**config.mk**
```make
export PLATFORM = sky130hd
export DESIGN_NAME = instruction_fetch_unit
export DESIGN_NICKNAME = d
export VERILOG_FILES = /design/src/rtl/spu_pkg.sv /design/src/rtl/fetch_queue.sv /design/src/rtl/instruction_fetch_unit.sv
export SDC_FILE = /design/constraint.sdc
export NUM_CORES = 1
export LEC_CHECK = 0
export CAP_MARGIN = 20
export CORE_ASPECT_RATIO = 1.4
export CORE_UTILIZATION = 52
export DETAILED_ROUTE_END_ITERATION = 12
export PLACE_DENSITY_LB_ADDON = 0.2
export SLEW_MARGIN = 20
export SYNTH_ARGS = -nofsm -noshare
export SYNTH_HDL_FRONTEND = slang
export SYNTH_SLANG_ARGS = --single-unit
```
**constraint.sdc**
```tcl
create_clock -name clk -period 11.8 [get_ports clk]
set_input_delay 1.77 -clock clk [delete_from_list [all_inputs] [get_ports clk]]
set_output_delay 1.77 -clock clk [all_outputs]
set_load 0.1 [all_outputs]
```
**src/rtl/spu_pkg.sv**
```systemverilog
`default_nettype none
// ============================================================================
//  Module   : spu_pkg
//  Brief    : Shared widths, NOP encoding and fetch-queue entry type for SPU IF
//  Revision : 1.0  initial release
// ============================================================================
package spu_pkg;

    localparam int PC_BITS = 11;
    localparam int INSTR_W = 32;
    localparam int QDEPTH  = 2;

    localparam logic [INSTR_W-1:0] NOP_INSTR = 32'h4020_0000;

    typedef struct packed {
        logic [PC_BITS-1:0] pc;
        logic [INSTR_W-1:0] even;
        logic [INSTR_W-1:0] odd;
    } fetch_entry_t;

    typedef enum logic [0:0] {
        ST_IDLE  = 1'b0,
        ST_FETCH = 1'b1
    } fetch_state_e;

endpackage
`default_nettype wire

```
**src/rtl/fetch_queue.sv**
```systemverilog
`default_nettype none
// ============================================================================
//  Module   : fetch_queue
//  Brief    : 2-entry FIFO of fetched instruction pairs; head is the IF/ID view
//  Revision : 1.0  initial release
// ============================================================================
module fetch_queue
    import spu_pkg::*;
(
    input  logic         clk,
    input  logic         reset,
    input  logic         flush_i,
    input  logic         push_i,
    input  logic         pop_i,
    input  fetch_entry_t push_data_i,
    output logic [1:0]   count_o,
    output logic         head_valid_o,
    output fetch_entry_t head_o
);

    fetch_entry_t mem_q [QDEPTH];
    logic         rd_ptr_q;
    logic         wr_ptr_q;
    logic [1:0]   count_q;
    logic         do_pop;
    logic         do_push;

    // Single-bit pointers: the depth is fixed at two entries.
    assign do_pop  = pop_i && (count_q != 2'd0);
    assign do_push = push_i && ((count_q != 2'd2) || do_pop);

    always_ff @(posedge clk) begin
        if (reset || flush_i) begin
            rd_ptr_q <= 1'b0;
            wr_ptr_q <= 1'b0;
            count_q  <= 2'd0;
        end else begin
            if (do_push) begin
                wr_ptr_q <= ~wr_ptr_q;
            end
            if (do_pop) begin
                rd_ptr_q <= ~rd_ptr_q;
            end
            count_q <= count_q + {1'b0, do_push} - {1'b0, do_pop};
        end
    end

    always_ff @(posedge clk) begin
        if (do_push && !flush_i && !reset) begin
            mem_q[wr_ptr_q] <= push_data_i;
        end
    end

    assign count_o      = count_q;
    assign head_valid_o = (count_q != 2'd0);
    assign head_o       = mem_q[rd_ptr_q];

endmodule
`default_nettype wire

```
**src/rtl/instruction_fetch_unit.sv**
```systemverilog
`default_nettype none
// ============================================================================
//  Module   : instruction_fetch_unit
//  Brief    : SPU IF stage - PC, credit-gated 8-byte fetch, redirect and squash
//  Revision : 1.0  initial release
// ============================================================================
module instruction_fetch_unit
    import spu_pkg::*;
#(
    parameter logic [PC_BITS-1:0] RESET_PC = '0
) (
    input  logic                 clk,
    input  logic                 reset,
    output logic                 imem_req,
    output logic [PC_BITS-1:0]   imem_addr,
    input  logic [2*INSTR_W-1:0] imem_rdata,
    input  logic                 stall,
    input  logic                 branch_result,
    input  logic [PC_BITS-1:0]   branch_address,
    output logic                 fetch_valid,
    output logic [INSTR_W-1:0]   instruction_even,
    output logic [INSTR_W-1:0]   instruction_odd,
    output logic [PC_BITS-1:0]   pc_out,
    output logic [PC_BITS-1:0]   pcpluseight_out
);

    fetch_state_e       state_q, state_d;
    logic [PC_BITS-1:0] fetch_pc_q, fetch_pc_d;
    logic               infl_q;
    logic [PC_BITS-1:0] infl_pc_q;
    logic               infl_epoch_q;
    logic               epoch_q;

    logic [1:0]         q_count;
    logic               head_valid;
    fetch_entry_t       head;
    fetch_entry_t       resp_entry;
    logic               pop;
    logic               push;
    logic               req;
    logic [2:0]         occupancy;
    logic [2:0]         unused_addr_bits;

    assign unused_addr_bits = branch_address[2:0];

    // Queued pairs plus the one in flight must leave room for a new response.
    assign pop       = head_valid && !stall;
    assign occupancy = {1'b0, q_count} + {2'b00, infl_q};
    assign req       = (state_q == ST_FETCH) && !reset && !branch_result
                       && (occupancy < (3'd2 + {2'b00, pop}));

    // Responses tagged with a superseded epoch, or landing in a redirect cycle, are squashed.
    assign push = infl_q && (infl_epoch_q == epoch_q) && !branch_result;

    assign resp_entry = '{pc:   infl_pc_q,
                          even: imem_rdata[2*INSTR_W-1:INSTR_W],
                          odd:  imem_rdata[INSTR_W-1:0]};

    always_comb begin
        state_d    = state_q;
        fetch_pc_d = fetch_pc_q;
        case (state_q)
            ST_IDLE:  state_d = ST_FETCH;
            ST_FETCH: state_d = ST_FETCH;
            default:  state_d = ST_IDLE;
        endcase
        if (branch_result) begin
            fetch_pc_d = {branch_address[PC_BITS-1:3], 3'b000};
        end else if (req) begin
            fetch_pc_d = fetch_pc_q + PC_BITS'(8);
        end
    end

    always_ff @(posedge clk) begin
        if (reset) begin
            state_q      <= ST_IDLE;
            fetch_pc_q   <= RESET_PC;
            infl_q       <= 1'b0;
            infl_pc_q    <= '0;
            infl_epoch_q <= 1'b0;
            epoch_q      <= 1'b0;
        end else begin
            state_q    <= state_d;
            fetch_pc_q <= fetch_pc_d;
            infl_q     <= req;
            if (req) begin
                infl_pc_q    <= fetch_pc_q;
                infl_epoch_q <= epoch_q;
            end
            if (branch_result) begin
                epoch_q <= ~epoch_q;
            end
        end
    end

    fetch_queue u_fetch_queue (
        .clk          (clk),
        .reset        (reset),
        .flush_i      (branch_result),
        .push_i       (push),
        .pop_i        (pop),
        .push_data_i  (resp_entry),
        .count_o      (q_count),
        .head_valid_o (head_valid),
        .head_o       (head)
    );

    assign imem_req         = req;
    assign imem_addr        = fetch_pc_q;
    assign fetch_valid      = head_valid;
    assign instruction_even = head_valid ? head.even : NOP_INSTR;
    assign instruction_odd  = head_valid ? head.odd  : NOP_INSTR;
    assign pc_out           = head_valid ? head.pc   : '0;
    assign pcpluseight_out  = pc_out + PC_BITS'(8);

endmodule
`default_nettype wire
```
==> run_results.csv, run 1 <==
group,metric,value,unit
power,power_frac_seq,50.3,%
global_routing,antenna_found_initial,0,
global_routing,grt_max_degree,75,
placement,dpl.hpwl,8.62,mm
timing,min_period_over_period,57.2,%
min_path,min_path_type,"flip-flop to flip-flop",
finish,syn_to_final_growth,34.3,%
power,vdd_drop_max,0.000141,V
timing,fin_ws,5.04,ns
clock_network,cts.clk_slew.worst_paths,0.06,ns
synthesis,synth.avg_cell_area,14.4,um^2
timing,layout_min_cycle_time,6.76,ns
finish,final_cell_mix,"clkdlybuf4s50_1, edfxtp_1, nor2_1",
power,swShare,21.9,%
worst_setup_path,slowest_delay,1.18,ns
min_path,whs_endpoint,"u_fetch_queue.mem_q[1][67]$_DFFE_PP_",
clock_network,cts_tree,"yes",
routing,drtIter0Drc,230,
min_path,timing.hold.worst.start,"infl_pc_q[3]$_SDFFE_PP0P_",
worst_setup_path,r2r_setup_slack,9.34,ns
run,drv_cap,0,
power,power.share.combinational,8.3,%
synthesis,async_reset_ff_share,0,%
synthesis,synth.distinct_cells,42,
clock_network,h-tree-depth,4,
routing,wl_per_cell,17.0,um
timing,setup_tns,0,ns
synthesis,yosysWarnings,0,
finish,layout-drive-gt1-share,6.51,%
clock_network,clkSinkCount,169,
finish,layout_commonest_cell,"clkdlybuf4s50_1",
finish,post-route-cell-area,0.00910,mm^2
synthesis,synth.yosys.seq_area_share,71.2,%
synthesis,synthFlopType,"edfxtp_1",
worst_setup_path,crit_path_frequent_cell,"clkdlybuf4s50_1",
outcome,status,"complete, but fails checks",
global_routing,track_usage,20.7,%
timing,max_slew_margin,31.0,%
routing,via_count,4281,
clock_network,postCtsHoldBufs,0,
finish,fin_nets,717,
worst_setup_path,crit_buf_inv,3,
timing,worst_pin_slew,1.03,ns
worst_setup_path,critPathTopFamily,"buffers and inverters",
routing,avgViaCountPerCell,5.36,
global_routing,grt_overflow,0,
worst_setup_path,crit_path_start_kind,"input pin",
worst_setup_path,critical_path_peak_fanout,20,
worst_setup_path,arrival,4.99,ns
placement,io_buffers,165,
timing,fin_skew,0.00770,ns
synthesis,ys_ff_latch,169,
worst_setup_path,slowest_stage,"clkdlybuf4s50_1",
timing,rsz0062_at_grt,"no",
floorplanning,die_width,98.5,um
worst_setup_path,endpoint_kind,"output port",
routing,firstDrtPassIters,12,
power,clkPwrFrac,41.4,%
synthesis,syn_area,0.00678,mm^2
power,p_switching,286,uW
global_routing,grt_pass1_wl,21.1,mm
clock_network,cts_setup_buffers,0,
worst_setup_path,r2r-end,"imem_addr[9]$_SDFFE_PP0P_",
synthesis,synth_edf_count,144,
clock_network,cts-root-buf,"clkbuf_16",
timing,hold_viol,0,
routing,wl,13.6,mm
power,internal_power,1.02,mW
placement,dpl_worst_slack,5.09,ns
clock_network,numCtsBuffers,17,
placement,placed_area,0.00851,mm^2
routing,antenna_left,0,
synthesis,syn-instance-count,469,
floorplanning,rows,49,
power,leakage,2.92,nW
placement,place_congestion,0.811,
clock_network,clock_latency,0.41,ns
floorplanning,die-area,0.0135,mm^2
clock_network,postCtsResizedCells,0,
timing,setup_viol,0,
worst_setup_path,rr_worst_depth,6,
floorplanning,pin_count,178,
floorplanning,core,0.0128,mm^2
outcome,failed_checks,"DRC",
worst_setup_path,critPathLaunch,"reset",
timing,fmax,148,MHz
worst_setup_path,crit_chain,"clkdlybuf4s50_1 -> inv_1 -> nand3_1 -> nor2_1 -> clkdlybuf4s50_1",
finish,antenna_cells,0,
worst_setup_path,r2r-start,"u_fetch_queue.count_o[0]$_SDFF_PP0_",
floorplanning,start_util,53.1,%
min_path,holdPathStages,0,
timing,drv_slew,0,
power,p_per_area,144,mW/mm^2
worst_setup_path,path_class,"input pin to output port",
floorplanning,fp.dieH,137,um
worst_setup_path,critPathRequiredTime,10.03,ns
routing,drc,9,
global_routing,grt_pass1_vias,4238,
clock_network,cts_buffer_depth,2,
## cells by family after synthesis
family          count (synthesis)  synth area share (%)
flops                         169                  71.2
xor+xnor                       12                  1.55
fa+ha+maj                       5                 0.923
simple gates                  131                  8.68
mux                            72                  10.6
buf+inv                        40                  3.25
compound gates                 39                  3.69
other cells                     1                0.0553
## registers in the layout, summed over array words and instances, names as in the netlist, named ones only
| register | count |
|---|---|
| imem_addr | 8 |
| infl_epoch_q | 1 |
| epoch_q | 1 |
| state_q | 1 |
| infl_q | 1 |
| infl_pc_q | 8 |
| u_fetch_queue.count_o | 2 |
| u_fetch_queue.rd_ptr_q | 1 |
| u_fetch_queue.mem_q | 144 |
| u_fetch_queue.wr_ptr_q | 1 |
## power by group through the flow
stage               logic, mW  registers [mW]  clock network (mW)
finish                  0.109           0.657               0.541
global route            0.113           0.657               0.572
CTS                     0.109           0.657               0.550
detailed placement      0.108           0.669                   0
global placement        0.106           0.669                   0
floorplan              0.0577           0.681                   0
## layout make-up
type | count | area (um^2)
sequential | 169 | 4830
fill | 885 | 3650
multi-input combinational | 268 | 1780
timing repair buffer | 171 | 1700
clock buffer | 19 | 433
tap | 153 | 191
clock inverter | 12 | 151
inverter | 6 | 22.5
## layer usage
metal | up-vias | part of all wire (%) | GRT usage, %
li1 | 2042 | - | -
met1 | 2019 | 39 | 24.7
met2 | 192 | 52 | 36.1
met3 | 28 | 6.6 | 4.09
met4 | 0 | 2.5 | 10.3
met5 | - | 0 | 0
## how the worst max path moves through the flow
stage                                          endpoint  slack, ns  cells past startpoint
global route                                   imem_req       4.92                      5
floorplan           u_fetch_queue.mem_q[1][0]$_DFFE_PP_       3.56                      5
CTS                                            imem_req       5.08                      5
finish                                         imem_req       5.04                      5
global placement                               imem_req       5.17                      5
detailed placement                             imem_req       5.09                      5
## synth_stat cells, types with 4 or more instances
cell      number  area [um^2]
nor3_1         4         20.0
o21ai_1       10         50.1
nor2_1        77          289
nand3_1       17         85.1
clkbuf_1       7         26.3
buf_4         11         82.6
mux2i_1       72          721
nand2_1       16         60.1
edfxtp_1     144         4320
ha_1           5         62.6
dfxtp_1       25          500
a31oi_1        4         25.0
inv_1          5         18.8
a21oi_1       10         50.1
xnor2_1        9         78.8
buf_2         11         55.1
## through the flow
stage | hold slack [ns] | utilization [%] | power [mW] | std cells
floorplan | 0.422 | - | 0.739 | 477
global placement | 0.428 | 66.8 | 0.775 | 767
detailed placement | 0.441 | 66.8 | 0.777 | 767
CTS | 0.456 | 71.4 | 1.32 | 798
global route | 0.464 | 71.4 | 1.34 | 798
finish | 0.455 | 71.4 | 1.31 | 798
(Power assumes the default switching activity.)
==> run 2: changes to the inputs <==
--- a/config.mk
+++ b/config.mk
@@ -7,7 +7,7 @@
 export LEC_CHECK = 0
 export CAP_MARGIN = 20
 export CORE_ASPECT_RATIO = 1.4
-export CORE_UTILIZATION = 52
+export CORE_UTILIZATION = 49
 export DETAILED_ROUTE_END_ITERATION = 12
 export PLACE_DENSITY_LB_ADDON = 0.2
 export SLEW_MARGIN = 20
==> constraint.sdc (replaced) <==
create_clock -name clk -period 6.65 [get_ports clk]
set_input_delay 0.9975 -clock clk [delete_from_list [all_inputs] [get_ports clk]]
set_output_delay 0.9975 -clock clk [all_outputs]
set_load 0.1 [all_outputs]
==> run_results.csv, run 2 (synthesized netlist as in run 1, its figures left out) <==
group,metric,value,unit
power,clkPwrFrac,41.7,%
finish,layout-drive-gt1-share,7.25,%
floorplanning,die_width,101,um
placement,dpl.hpwl,9.43,mm
worst_setup_path,critical_path_peak_fanout,18,
placement,place_congestion,0.745,
clock_network,h-tree-depth,4,
worst_setup_path,crit_path_start_kind,"input pin",
global_routing,grt_pass1_wl,21.4,mm
placement,dpl_worst_slack,1.61,ns
routing,wl,14.0,mm
timing,rsz0062_at_grt,"no",
routing,antenna_left,0,
global_routing,grt_overflow,0,
finish,multiInputGateArea,0.00179,mm^2
global_routing,antenna_found_initial,0,
global_routing,grt_max_degree,57,
routing,drc,0,
worst_setup_path,arrival,4.06,ns
floorplanning,fp.dieH,141,um
finish,antenna_cells,0,
finish,final_cell_mix,"clkdlybuf4s50_1, edfxtp_1, nor2_1",
finish,syn_to_final_growth,35.5,%
clock_network,clock_latency,0.42,ns
global_routing,track_usage,20.1,%
global_routing,grt_pass1_vias,4388,
finish,largest_reg_flops,144,
finish,fin_nets,719,
clock_network,cts_setup_buffers,0,
power,vdd_drop_max,0.000173,V
timing,fin_skew,0.00851,ns
timing,fin_ws,1.60,ns
power,p_switching,536,uW
power,power.share.combinational,8.3,%
worst_setup_path,slowest_delay,1.18,ns
finish,regMostFlops,"u_fetch_queue.mem_q",
power,leakage,2.95,nW
worst_setup_path,path_class,"input pin to output port",
routing,avgViaCountPerCell,5.16,
power,swShare,23.0,%
floorplanning,die-area,0.0143,mm^2
placement,io_buffers,165,
timing,setup_tns,0,ns
clock_network,clkSinkCount,169,
clock_network,cts_tree,"yes",
timing,hold_viol,0,
timing,drv_slew,0,
floorplanning,core,0.0135,mm^2
routing,via_count,4280,
worst_setup_path,critPathRequiredTime,5.65,ns
clock_network,cts_buffer_depth,2,
clock_network,numCtsBuffers,17,
floorplanning,rows,50,
routing,wl_per_cell,16.8,um
outcome,status,"finished clean",
timing,worst_pin_slew,1.07,ns
floorplanning,start_util,50.4,%
worst_setup_path,crit_chain,"clkdlybuf4s50_1 -> inv_1 -> nand3_1 -> nor2_1 -> clkdlybuf4s50_1",
min_path,min_path_type,"flip-flop to flip-flop",
timing,layout_min_cycle_time,5.05,ns
timing,max_slew_margin,28.8,%
worst_setup_path,crit_buf_inv,3,
power,power_frac_seq,50.0,%
clock_network,postCtsHoldBufs,0,
worst_setup_path,slowest_stage,"clkdlybuf4s50_1",
timing,fmax,198,MHz
finish,register_area,0.00483,mm^2
routing,firstDrtPassIters,7,
finish,final.fill_count,999,
timing,setup_viol,0,
worst_setup_path,crit_path_frequent_cell,"clkdlybuf4s50_1",
clock_network,cts.clk_slew.worst_paths,0.07,ns
clock_network,cts-root-buf,"clkbuf_16",
run,drv_cap,0,
timing,min_period_over_period,76.0,%
clock_network,postCtsResizedCells,0,
finish,layout_commonest_cell,"clkdlybuf4s50_1",
worst_setup_path,critPathTopFamily,"buffers and inverters",
power,internal_power,1.79,mW
power,p_per_area,254,mW/mm^2
worst_setup_path,endpoint_kind,"output port",
routing,drtIter0Drc,150,
floorplanning,pin_count,178,
[run 2: cell count changes in the layout (fill, tap and decap cells not counted), moves of 2 or more]
cell,before,now
buf_4,6,8
bufinv_16,3,0
clkbuf_16,17,21
inv_6,1,4
[run 2: cell type report]
class | instances | area share [%]
Clock buffer | 22 | 5.76
Clock inverter | 10 | 0.818
Inverter | 6 | 0.245
Multi-Input combinational cell | 268 | 19.5
Sequential cell | 169 | 52.6
Tap cell | 182 | 2.48
Timing Repair Buffer | 173 | 18.6
[run 2: power by group through the flow]
stage	clock network, mW	registers [mW]	logic, mW
floorplan	0	1.21	0.103
global placement	0	1.19	0.189
detailed placement	0	1.19	0.192
CTS	0.992	1.16	0.193
global route	1.03	1.17	0.201
finish	0.973	1.17	0.193
[run 2: layer usage]
layer  up-vias  global-route usage, %  routed length, um
met4         0                   7.32                201
li1       2044                      -                  -
met1      2089                   21.2               5310
met2       131                   37.5               7760
met3        16                   5.40                697
met5         -                      0                  0
[run 2: final timing paths]
check / start / to / slack, ns / depth (start not counted)
max reg2reg: epoch_q$_SDFFE_PP0P_ / u_fetch_queue.mem_q[1][52]$_DFFE_PP_ / 3.85 / 4
min reg2reg: infl_pc_q[4]$_SDFFE_PP0P_ / u_fetch_queue.mem_q[0][68]$_DFFE_PP_ / 0.46 / 0
max: branch_result / imem_req / 1.60 / 5
min: infl_pc_q[4]$_SDFFE_PP0P_ / u_fetch_queue.mem_q[0][68]$_DFFE_PP_ / 0.46 / 0
[run 2: per-stage QoR]
stage / power, mW / util, % / std cells / hold slack, ns / instance area (um^2)
CTS: 2.35 / 68.3 / 830 / 0.455 / 9180
floorplan: 1.31 / - / 477 / 0.422 / 6820
global route: 2.40 / 68.3 / 830 / 0.476 / 9180
finish: 2.33 / 68.3 / 830 / 0.456 / 9180
global placement: 1.38 / 63.8 / 798 / 0.430 / 8580
detailed placement: 1.38 / 63.8 / 798 / 0.439 / 8580
